==> config.mk <==
export PLATFORM = sky130hd
export DESIGN_NAME = rst_seq_ctrl
export DESIGN_NICKNAME = d
export VERILOG_FILES = /design/src/rtl/rst_seq_ctrl.sv
export SDC_FILE = /design/constraint.sdc
export NUM_CORES = 1
export LEC_CHECK = 0
export BUFFER_PORTS_ARGS = -buffer_cell sky130_fd_sc_hd__buf_2
export CAP_MARGIN = 0
export CORE_MARGIN = 1
export CORE_UTILIZATION = 40
export CTS_BUF_LIST = sky130_fd_sc_hd__clkbuf_8
export CTS_CLUSTER_SIZE = 28
export DETAILED_ROUTE_END_ITERATION = 8
export GPL_TIMING_DRIVEN = 0
export PLACE_DENSITY = 0.59
export SYNTH_ARGS = -nofsm -noshare
export SYNTH_HDL_FRONTEND = slang
export SYNTH_SLANG_ARGS = --single-unit
==> constraint.sdc <==
create_clock -name clk -period 2.35 [get_ports clk]
set_input_delay 0.235 -clock clk [delete_from_list [all_inputs] [get_ports clk]]
set_output_delay 0.235 -clock clk [all_outputs]
set_load 0.1 [all_outputs]
==> src/rtl/rst_seq_ctrl.sv <==
// Reset arbiter and staged-release sequencer: merges ext/sw/soft/watchdog requests,
// holds all domains in reset, then releases them in order. Watchdog built under RST_SEQ_WDT_EN.
module rst_seq_ctrl #(
   parameter int CLK_DIV = 1000,
   parameter int STAGES  = 3,
   parameter int T_HOLD  = 200,
   parameter int T_GAP   = 100,
   parameter int T_WDT   = 1600
) (
   input  logic              clk,
   input  logic              rst_n,
   input  logic              ext_rst_n,
   input  logic              sw_rst_n,
   input  logic              soft_rst_n,
   input  logic              wdi,
   output logic [STAGES-1:0] stage_rst_n,
   output logic [2:0]        cause,
   output logic              busy
);

`ifdef RST_SEQ_WDT_EN
   localparam bit WDT_ON = 1'b1;
   localparam int TMAX0  = (T_HOLD > T_GAP) ? T_HOLD : T_GAP;
   localparam int TMAX   = (TMAX0 > T_WDT) ? TMAX0 : T_WDT;
`else
   localparam bit WDT_ON = 1'b0;
   localparam int TMAX   = (T_HOLD > T_GAP) ? T_HOLD : T_GAP;
   localparam int unused_t_wdt = T_WDT;
`endif

   localparam int PW = $clog2(CLK_DIV);
   localparam int TW = (TMAX > 1) ? $clog2(TMAX) : 1;
   localparam int KW = (STAGES > 1) ? $clog2(STAGES) : 1;

   localparam logic [PW-1:0] PRE_LAST  = PW'(CLK_DIV - 1);
   localparam logic [TW-1:0] HOLD_LAST = TW'(T_HOLD - 1);
   localparam logic [TW-1:0] GAP_LAST  = TW'(T_GAP - 1);
   localparam logic [KW-1:0] K_LAST    = KW'(STAGES - 1);

   localparam logic [2:0] C_POR  = 3'd0;
   localparam logic [2:0] C_EXT  = 3'd1;
   localparam logic [2:0] C_SW   = 3'd2;
   localparam logic [2:0] C_WDT  = 3'd3;
   localparam logic [2:0] C_SOFT = 3'd4;

   typedef enum logic [1:0] {HOLD, REL, RUN} state_t;

   state_t            state, state_nxt;
   logic [STAGES-1:0] stage_nxt;
   logic [2:0]        cause_nxt;
   logic              busy_nxt;
   logic [KW-1:0]     k, k_nxt;
   logic [PW-1:0]     pre, pre_nxt;
   logic [TW-1:0]     tcnt, tcnt_nxt;
   logic              clr;

   logic ext_p0, ext_p1, sw_p0, sw_p1;
   logic soft_p0, soft_p1, soft_p2;
   logic tick, req_ext, req_sw, req_soft, req_wdt, req, kick;

   // Synchronizers idle high so a reset never leaves a phantom request behind
   always_ff @(posedge clk or posedge rst_n) begin
      if (rst_n) begin
         ext_p0  <= 1'b1;
         ext_p1  <= 1'b1;
         sw_p0   <= 1'b1;
         sw_p1   <= 1'b1;
         soft_p0 <= 1'b1;
         soft_p1 <= 1'b1;
         soft_p2 <= 1'b1;
      end else begin
         ext_p0  <= ext_rst_n;
         ext_p1  <= ext_p0;
         sw_p0   <= sw_rst_n;
         sw_p1   <= sw_p0;
         soft_p0 <= soft_rst_n;
         soft_p1 <= soft_p0;
         soft_p2 <= soft_p1;
      end
   end

   assign tick     = (pre == PRE_LAST);
   assign req_ext  = ~ext_p1;
   assign req_sw   = ~sw_p1;
   assign req_soft = soft_p2 & ~soft_p1;
   assign req      = req_ext | req_sw | req_soft | req_wdt;

`ifdef RST_SEQ_WDT_EN
   localparam logic [TW-1:0] WDT_LAST = TW'(T_WDT - 1);
   logic wdi_p0, wdi_p1, wdi_p2;

   always_ff @(posedge clk or posedge rst_n) begin
      if (rst_n) begin
         wdi_p0 <= 1'b0;
         wdi_p1 <= 1'b0;
         wdi_p2 <= 1'b0;
      end else begin
         wdi_p0 <= wdi;
         wdi_p1 <= wdi_p0;
         wdi_p2 <= wdi_p1;
      end
   end

   assign kick    = (state == RUN) && (wdi_p2 ^ wdi_p1);
   assign req_wdt = (state == RUN) && tick && (tcnt == WDT_LAST);
`else
   logic unused_wdi;
   assign unused_wdi = wdi;
   assign kick       = 1'b0;
   assign req_wdt    = 1'b0;
`endif

   always_ff @(posedge clk or posedge rst_n) begin
      if (rst_n) begin
         state       <= HOLD;
         stage_rst_n <= '0;
         cause       <= C_POR;
         busy        <= 1'b1;
         k           <= '0;
         pre         <= '0;
         tcnt        <= '0;
      end else begin
         state       <= state_nxt;
         stage_rst_n <= stage_nxt;
         cause       <= cause_nxt;
         busy        <= busy_nxt;
         k           <= k_nxt;
         pre         <= pre_nxt;
         tcnt        <= tcnt_nxt;
      end
   end

   always_comb begin
      state_nxt = state;
      stage_nxt = stage_rst_n;
      cause_nxt = cause;
      busy_nxt  = busy;
      k_nxt     = k;
      clr       = 1'b0;
      if (req) begin
         state_nxt = HOLD;
         stage_nxt = '0;
         busy_nxt  = 1'b1;
         k_nxt     = '0;
         clr       = 1'b1;
         if (req_ext)      cause_nxt = C_EXT;
         else if (req_sw)  cause_nxt = C_SW;
         else if (req_wdt) cause_nxt = C_WDT;
         else              cause_nxt = C_SOFT;
      end else begin
         case (state)
            HOLD: begin
               if (tick && (tcnt == HOLD_LAST)) begin
                  stage_nxt = STAGES'(1);
                  clr       = 1'b1;
                  if (STAGES == 1) begin
                     state_nxt = RUN;
                     busy_nxt  = 1'b0;
                  end else begin
                     state_nxt = REL;
                     k_nxt     = KW'(1);
                  end
               end
            end
            REL: begin
               if (tick && (tcnt == GAP_LAST)) begin
                  // Bits release low-to-high, so shifting in a one releases bit k
                  stage_nxt = (stage_rst_n << 1) | STAGES'(1);
                  clr       = 1'b1;
                  if (k == K_LAST) begin
                     state_nxt = RUN;
                     busy_nxt  = 1'b0;
                  end else begin
                     k_nxt = k + KW'(1);
                  end
               end
            end
            RUN: begin
               if (kick || !WDT_ON) clr = 1'b1;
            end
            default: state_nxt = HOLD;
         endcase
      end
      if (clr || tick) pre_nxt = '0;
      else             pre_nxt = pre + PW'(1);
      if (clr)         tcnt_nxt = '0;
      else if (tick)   tcnt_nxt = tcnt + TW'(1);
      else             tcnt_nxt = tcnt;
   end

endmodule

==> metrics.cfg, run 1 <==
[setup_path]
reg2regPathDepth=5
reg2reg_slack_ns=0.52
crit_fanout=10
r2r_end=tcnt[3]
worst_ep_arrival_time_ns=1.96
reg2reg_from=pre[0]
start_kind=flip-flop
path_class=reg -> reg
worst_setup_path_end_kind=flip-flop
required_ns=2.48

[global_route]
grt.overflow.total=0
antenna_found_initial=0
grt_max_degree=37
first_global_vias=1196
grt_pass1_wl_um=5410
grt_use_total=0.159

[synth]
synthCells=166
yosysWarningCount=0
synth_edf_count=0
synth_cell_type_count=46
synth.net_count=175
ys_ff_latch=36
synth_area_um2=1760
yosysSeqAreaShare=0.517
synth-main-ff-cell=dfrtp_1
postSynthAreaPerCell_um2=10.6
async_reset_ff_frac=1.00

[worst_hold_path]
hold-path-endpoint=ext_p0
min_from=ext_rst_n
hold_path.class=in -> reg
holdPathStages=1

[job]
max-cap-violations=0

[finish]
post-route-util=0.480
synthToLayoutAreaGrowth_pct=12.1
final_cells=234
multi_input_area_um2=796
layout-drive-gt1-share=0.217
register_area_um2=911
n_antenna_cell=0
fill_cells=386
final_net_count=193

[die]
die_w_um=68.4
initial_core_util=0.428
io_pins=13
die_area_um2=4670
core_area_um2=4120
rows=23
die_h_um=68.4

[placement]
place_hpwl_um=2390
placed_cells=227
globalplace.congestion=0.806
io_buffers=11

[detailed_routing]
viasPerCell=5.53
wl_um=3420
drt_pass1_iterations=4
wire_per_inst_um=14.6
ant_nets=0
vias=1294
drt_iter0_drc=71
drc=0

[clock_network]
ctsLongestPathBuffers=2
numCtsBuffers=5
path_clk_slew_ns=0.06
cts_hold_buf=0
cts.htree.levels=2
cts_resized=0
clock-sinks=36
post-cts-setup-buffers=0
root_buffer=clkbuf_8
clk_latency_ns=0.29
cts_tree=yes

[power_and_ir_drop]
finalPower_mw=1.17
p_per_area_nw_per_um2=591
leakagePower_nw=0.792
vdd_drop_max_uv=334

[timing]
rsz0062_at_grt=no
tightest_slew_ns=0.750
finalSetupViolCount=0
max_freq_ghz=0.547
fin_skew_ns=0.0121
hold_ws_ns=0.0554
timing.final.crit_share=0.778
setup_tns_ns=0
min_period_ns=1.83
hold_viol=0
slew_headroom=0.499
drv_slew=0

[status]
status=finished, final reports clean

==> registers in the layout, summed over array words and instances (netlist names) <==
signal and flops:
sw_p1 1, ext_p1 1, stage_rst_n 3, ext_p0 1, soft_p0 1, busy 1, state 2, cause 3
pre 10, soft_p2 1, tcnt 8, soft_p1 1, k 2, sw_p0 1
==> synth_stat cells (3+ instances only) <==
cell type | instances | share of area
nor3_1 | 4 | 0.011
nand4_1 | 7 | 0.025
nor2_1 | 18 | 0.038
xnor2_1 | 7 | 0.035
and3_1 | 3 | 0.011
dfstp_2 | 8 | 0.12
ha_1 | 3 | 0.021
a22oi_1 | 4 | 0.017
nand2_1 | 10 | 0.021
dfrtp_1 | 28 | 0.40
a21oi_1 | 9 | 0.026
o21ai_0 | 5 | 0.014
nand3_1 | 12 | 0.034
inv_1 | 5 | 0.011
xor2_1 | 4 | 0.020
==> worst max-delay path by stage <==
stage,startpoint,to,slack [ns]
after floorplan,pre[0],busy,0.71
after global placement,pre[0],pre[5],0.57
after detailed placement,pre[0],tcnt[7],0.51
after CTS,pre[0],pre[7],0.50
after global routing,pre[0],pre[0],0.39
final,pre[0],tcnt[3],0.52
==> cells by family (layout without fill, tap and decap cells) <==
family | count (synthesis) | count (layout) | share of synthesized area
xor gates and xnor gates | 11 | 11 | 0.0547
AOI/OAI and AO/OA | 32 | 32 | 0.129
adders and majority gates | 3 | 3 | 0.0213
and+or+nand+nor | 73 | 73 | 0.241
DFF | 36 | 36 | 0.517
muxes | 1 | 1 | 0.00568
buffers and inverters | 10 | 28 | 0.0312
==> cell usage in the layout, fill, tap and decap left out, types with 7 or more instances in the layout <==
| cell | instances |
|---|---|
| a21oi_1 | 9 |
| xnor2_1 | 7 |
| dfrtp_1 | 28 |
| nor2_1 | 18 |
| dfstp_2 | 8 |
| clkbuf_8 | 7 |
| nand4_1 | 7 |
| nand2_1 | 10 |
| nand3_1 | 12 |
| buf_2 | 12 |
==> where the power goes <==
group | leakage (nW) | switching (mW) | internal, mW | total [mW]
clock | 0.0503 | 0.206 | 0.261 | 0.467
combinational | 0.271 | 0.0490 | 0.0108 | 0.0598
sequential | 0.470 | 0.00622 | 0.635 | 0.641
==> cell type report <==
type,instances,area share
buffer,5,0.0184
clock buffer,7,0.0488
inverter,5,0.00950
multi-input combinational,120,0.403
sequential,36,0.461
tap,50,0.0317
timing repair buffer,11,0.0279
==> worst max-delay path, cell delays in order, from the launching register on <==
cell and delay, ns:
dfrtp_1 0.39, ha_1 0.27, and2_4 0.20, nand3_4 0.14, o31ai_4 0.52, a22oi_1 0.17
==> stage by stage <==
stage                     worst slack, ns  cell area [µm²]
after detailed placement            0.511             1880
final                               0.523             1980
after global placement              0.569             1880
after CTS                           0.504             1980
after global routing                0.393             1980
after floorplan                     0.714             1760
==> layer usage <==
| layer | part of all wire | GRT usage | up-vias |
|---|---|---|---|
| met2 | 0.48 | 0.262 | 17 |
| met1 | 0.48 | 0.199 | 638 |
| met5 | 0 | 0 | - |
| li1 | - | - | 634 |
| met3 | 0.027 | 0.0400 | 5 |
| met4 | 0.0091 | 0.0547 | 0 |
No activity file was read; power rests on OpenSTA's default activity.
==> inputs of run 2 (changes only) <==
ABC_AREA = 1   (was not set)
clock period = 1.8 ns   (was 2.35 ns; I/O delays follow)
==> run 2 against run 1 <==
  * First-iteration DRC count is 18% lower
  * Largest cell class unchanged
  * Clock-buffer cell count shrank 2
  * Area after synthesis grew 4.5%
  * Final cell count grew 17%
  * Clock skew down 0.0027 ns
  * Critical path depth grew 5
  * Power rose by 33%
  * Core utilization rose by 0.051 points
  * Global-route usage is 1.5 points lower
==> metrics.cfg, run 2 <==
[synth]
yosysWarningCount=0  ; unchanged
synth_xor_area_frac=0.0713  ; +0.0166
synth.top_cell.area_share=0.380  ; -0.0173
async_reset_ff_frac=1.00  ; unchanged
synth.net_count=208  ; +19%
synth-simple-area-share=0.345  ; +0.104
synthTopCellsByCount=nand2_1 (36), nor2_1 (31), dfrtp_1 (28)
synthMuxAreaShare=0  ; -0.00568
synth_cell_type_count=25  ; -46%
synth_edf_count=0  ; unchanged
synth_fa_ha_area_frac=0.0204  ; -0.000926
yosys.cell_count.top_type=nand2_1
synth_top_area_cell=dfrtp_1
synth_area_leaders=dfrtp_1 (38%), dfstp_2 (11%), nand2_1 (7.3%), nor2_1 (6.3%), xor2_1 (5.7%)
synth_top_family_by_area=simple AND/OR/NAND/NOR gates
synth-main-ff-cell=dfrtp_1
yosysSeqAreaShare=0.495  ; -0.0225
synth_area_um2=1840  ; +4.5%
ys_ff_latch=36  ; unchanged
synthCells=199  ; +20%
synth-compound-area-share=0.0156  ; -0.114
postSynthAreaPerCell_um2=9.26  ; -13%

[placement]
place_area_um2=1990  ; +5.9%
place_hpwl_um=2160  ; -9.7%
pre_cts_slack_ns=0.172  ; -0.339 ns
io_buffers=11  ; unchanged
globalplace.congestion=0.732  ; -9.1%
placed_cells=263  ; +16%

[setup_path]
worst_setup_path_end_kind=flip-flop
reg2reg_slack_ns=0.20  ; -0.33 ns
worst_ep_arrival_time_ns=1.78  ; -0.18 ns
start_kind=flip-flop
required_ns=1.98  ; -0.50 ns
crit_fanout=10  ; unchanged
path_class=reg -> reg

[power_and_ir_drop]
p_per_area_nw_per_um2=736  ; +24%
vdd_drop_max_uv=353  ; +5.7%
switching_share=0.265  ; +0.0411
pwr-share-clk=0.364  ; -0.036
p_int_mw=1.14  ; +26%
p_seq_frac=0.545  ; -0.004
finalPower_mw=1.55  ; +33%
leakagePower_nw=0.974  ; +23%
p_switching_uw=410  ; +57%
combPwrFrac=0.090  ; +0.039

[timing]
setup_tns_ns=0  ; unchanged
min_period_ns=1.60  ; -0.223 ns
layout_setup_ws_ns=0.196  ; -0.327 ns
hold_viol=0  ; unchanged
rsz0062_at_grt=no
tightest_slew_ns=0.730  ; -0.0205 ns
slew_headroom=0.513  ; +0.0139
max_freq_ghz=0.623  ; +14%
fin_skew_ns=0.00931  ; -0.00275 ns
finalSetupViolCount=0  ; unchanged
drv_slew=0  ; unchanged
timing.final.crit_share=0.891  ; +0.114
hold_ws_ns=0.00193  ; -0.0535 ns

[finish]
multi_input_area_um2=833  ; +4.7%
final_cell_mix=nand2_1 (36), nor2_1 (31), dfrtp_1 (28), inv_1 (23), xor2_1 (12)
final_net_count=230  ; +19%
layout-drive-gt1-share=0.257  ; +0.0394
fill_cells=426  ; +10%
final_cells=274  ; +17%
synthToLayoutAreaGrowth_pct=14.4
register_area_um2=911  ; unchanged
n_antenna_cell=0  ; unchanged
final_area_um2=2110  ; +6.6%
top_regs=pre x10, tcnt x8
largest_reg_flops=10  ; unchanged
final_common_cell=nand2_1
regMostFlops=pre
post-route-util=0.481  ; +0.000509

[detailed_routing]
drt_pass1_iterations=4  ; unchanged
ant_nets=0  ; unchanged
wire_per_inst_um=10.9  ; -25%
drc=0  ; unchanged
vias=1285  ; -0.70%
viasPerCell=4.69  ; -15%
drt_iter0_drc=58  ; -18%
wl_um=2990  ; -12%

[die]
rows=24  ; +4.3%
initial_core_util=0.420  ; -0.00800
core_area_um2=4380  ; +6.5%
die_w_um=69.9  ; +2.2%
die_h_um=69.9  ; +2.2%
io_pins=13  ; unchanged
die_area_um2=4880  ; +4.4%

[clock_network]
ctsLongestPathBuffers=2  ; unchanged
clk_latency_ns=0.29  ; about the same
path_clk_slew_ns=0.08  ; +0.02 ns
numCtsBuffers=5  ; unchanged
cts_hold_buf=3  ; +3
cts_resized=0  ; unchanged
clock-sinks=36  ; unchanged
root_buffer=clkbuf_8
cts_tree=yes
post-cts-setup-buffers=0  ; unchanged
cts.htree.levels=2  ; unchanged

[job]
max-cap-violations=0  ; unchanged

[global_route]
antenna_found_initial=0  ; unchanged
grt_max_degree=21  ; -43%
grt_pass1_wl_um=5480  ; +1.3%
grt.overflow.total=0  ; unchanged
grt_use_total=0.143  ; -0.0154
first_global_vias=1261  ; +5.4%

[status]
status=finished, final reports clean

[worst_hold_path]
hold_path.class=in -> async

[run 2: changes by cell type after synthesis, sizes merged, moves of 4 or more]
cell,delta
xor2,+8
nand2,+34
inv,+21
xnor2,-4
nor2,+26
a22oi,-4
a21oi,-8
[run 2: cell families after synthesis]
family / count (synthesis)
AO/OA/AOI/OAI: 5
XOR/XNOR: 15
flip-flops: 36
AND/OR/NAND/NOR: 114
buffers and inverters: 26
adder cells (fa/ha/maj): 3
[run 2: area by class of cell]
cell class | count | share of cell area
clock inverters | 3 | 0.00891
inverters | 26 | 0.0463
clock buffers | 5 | 0.0327
repair buffers | 15 | 0.0534
well taps | 52 | 0.0309
flip-flops and latches | 36 | 0.432
multi-input cells | 137 | 0.395
[run 2: worst max-delay path, cell delays in order (launching register included)]
cell	delay (ns)
dfrtp_1	0.41
ha_1	0.20
nand2_1	0.09
inv_2	0.10
nand2_2	0.09
nor2_8	0.18
nand2_4	0.09
nand2_4	0.07
nand2_4	0.06
nand3_4	0.16
nor2_2	0.05
[run 2: power by group through the flow]
| stage | logic, mW | registers [mW] | clock network [mW] |
|---|---|---|---|
| 2_1_floorplan | 0.0617 | 0.901 | 0 |
| 3_3_place_gp | 0.130 | 0.861 | 0 |
| 3_5_place_dp | 0.139 | 0.861 | 0 |
| 5_1_grt | 0.155 | 0.848 | 0.626 |
| 4_1_cts | 0.143 | 0.846 | 0.595 |
| 6_report | 0.140 | 0.846 | 0.565 |
[run 2: routing by layer]
layer	wire, µm	up-vias	global-route usage
met4	62	0	0.0733
met1	1470	600	0.187
met2	1390	15	0.221
met5	0	-	0
met3	75	6	0.0346
li1	-	664	-
[run 2: path summary, 6_finish.rpt]
kind	startpoint	endpoint	cells past startpoint
worst min register to register	sw_p0	sw_p1	0
worst max register to register	pre[0]	pre[5]	10
worst min-delay path	rst_n	pre[9]	2
max in group asynchronous	rst_n	soft_p2	3
min in group clk	sw_p0	sw_p1	0
worst max-delay path	pre[0]	pre[5]	10
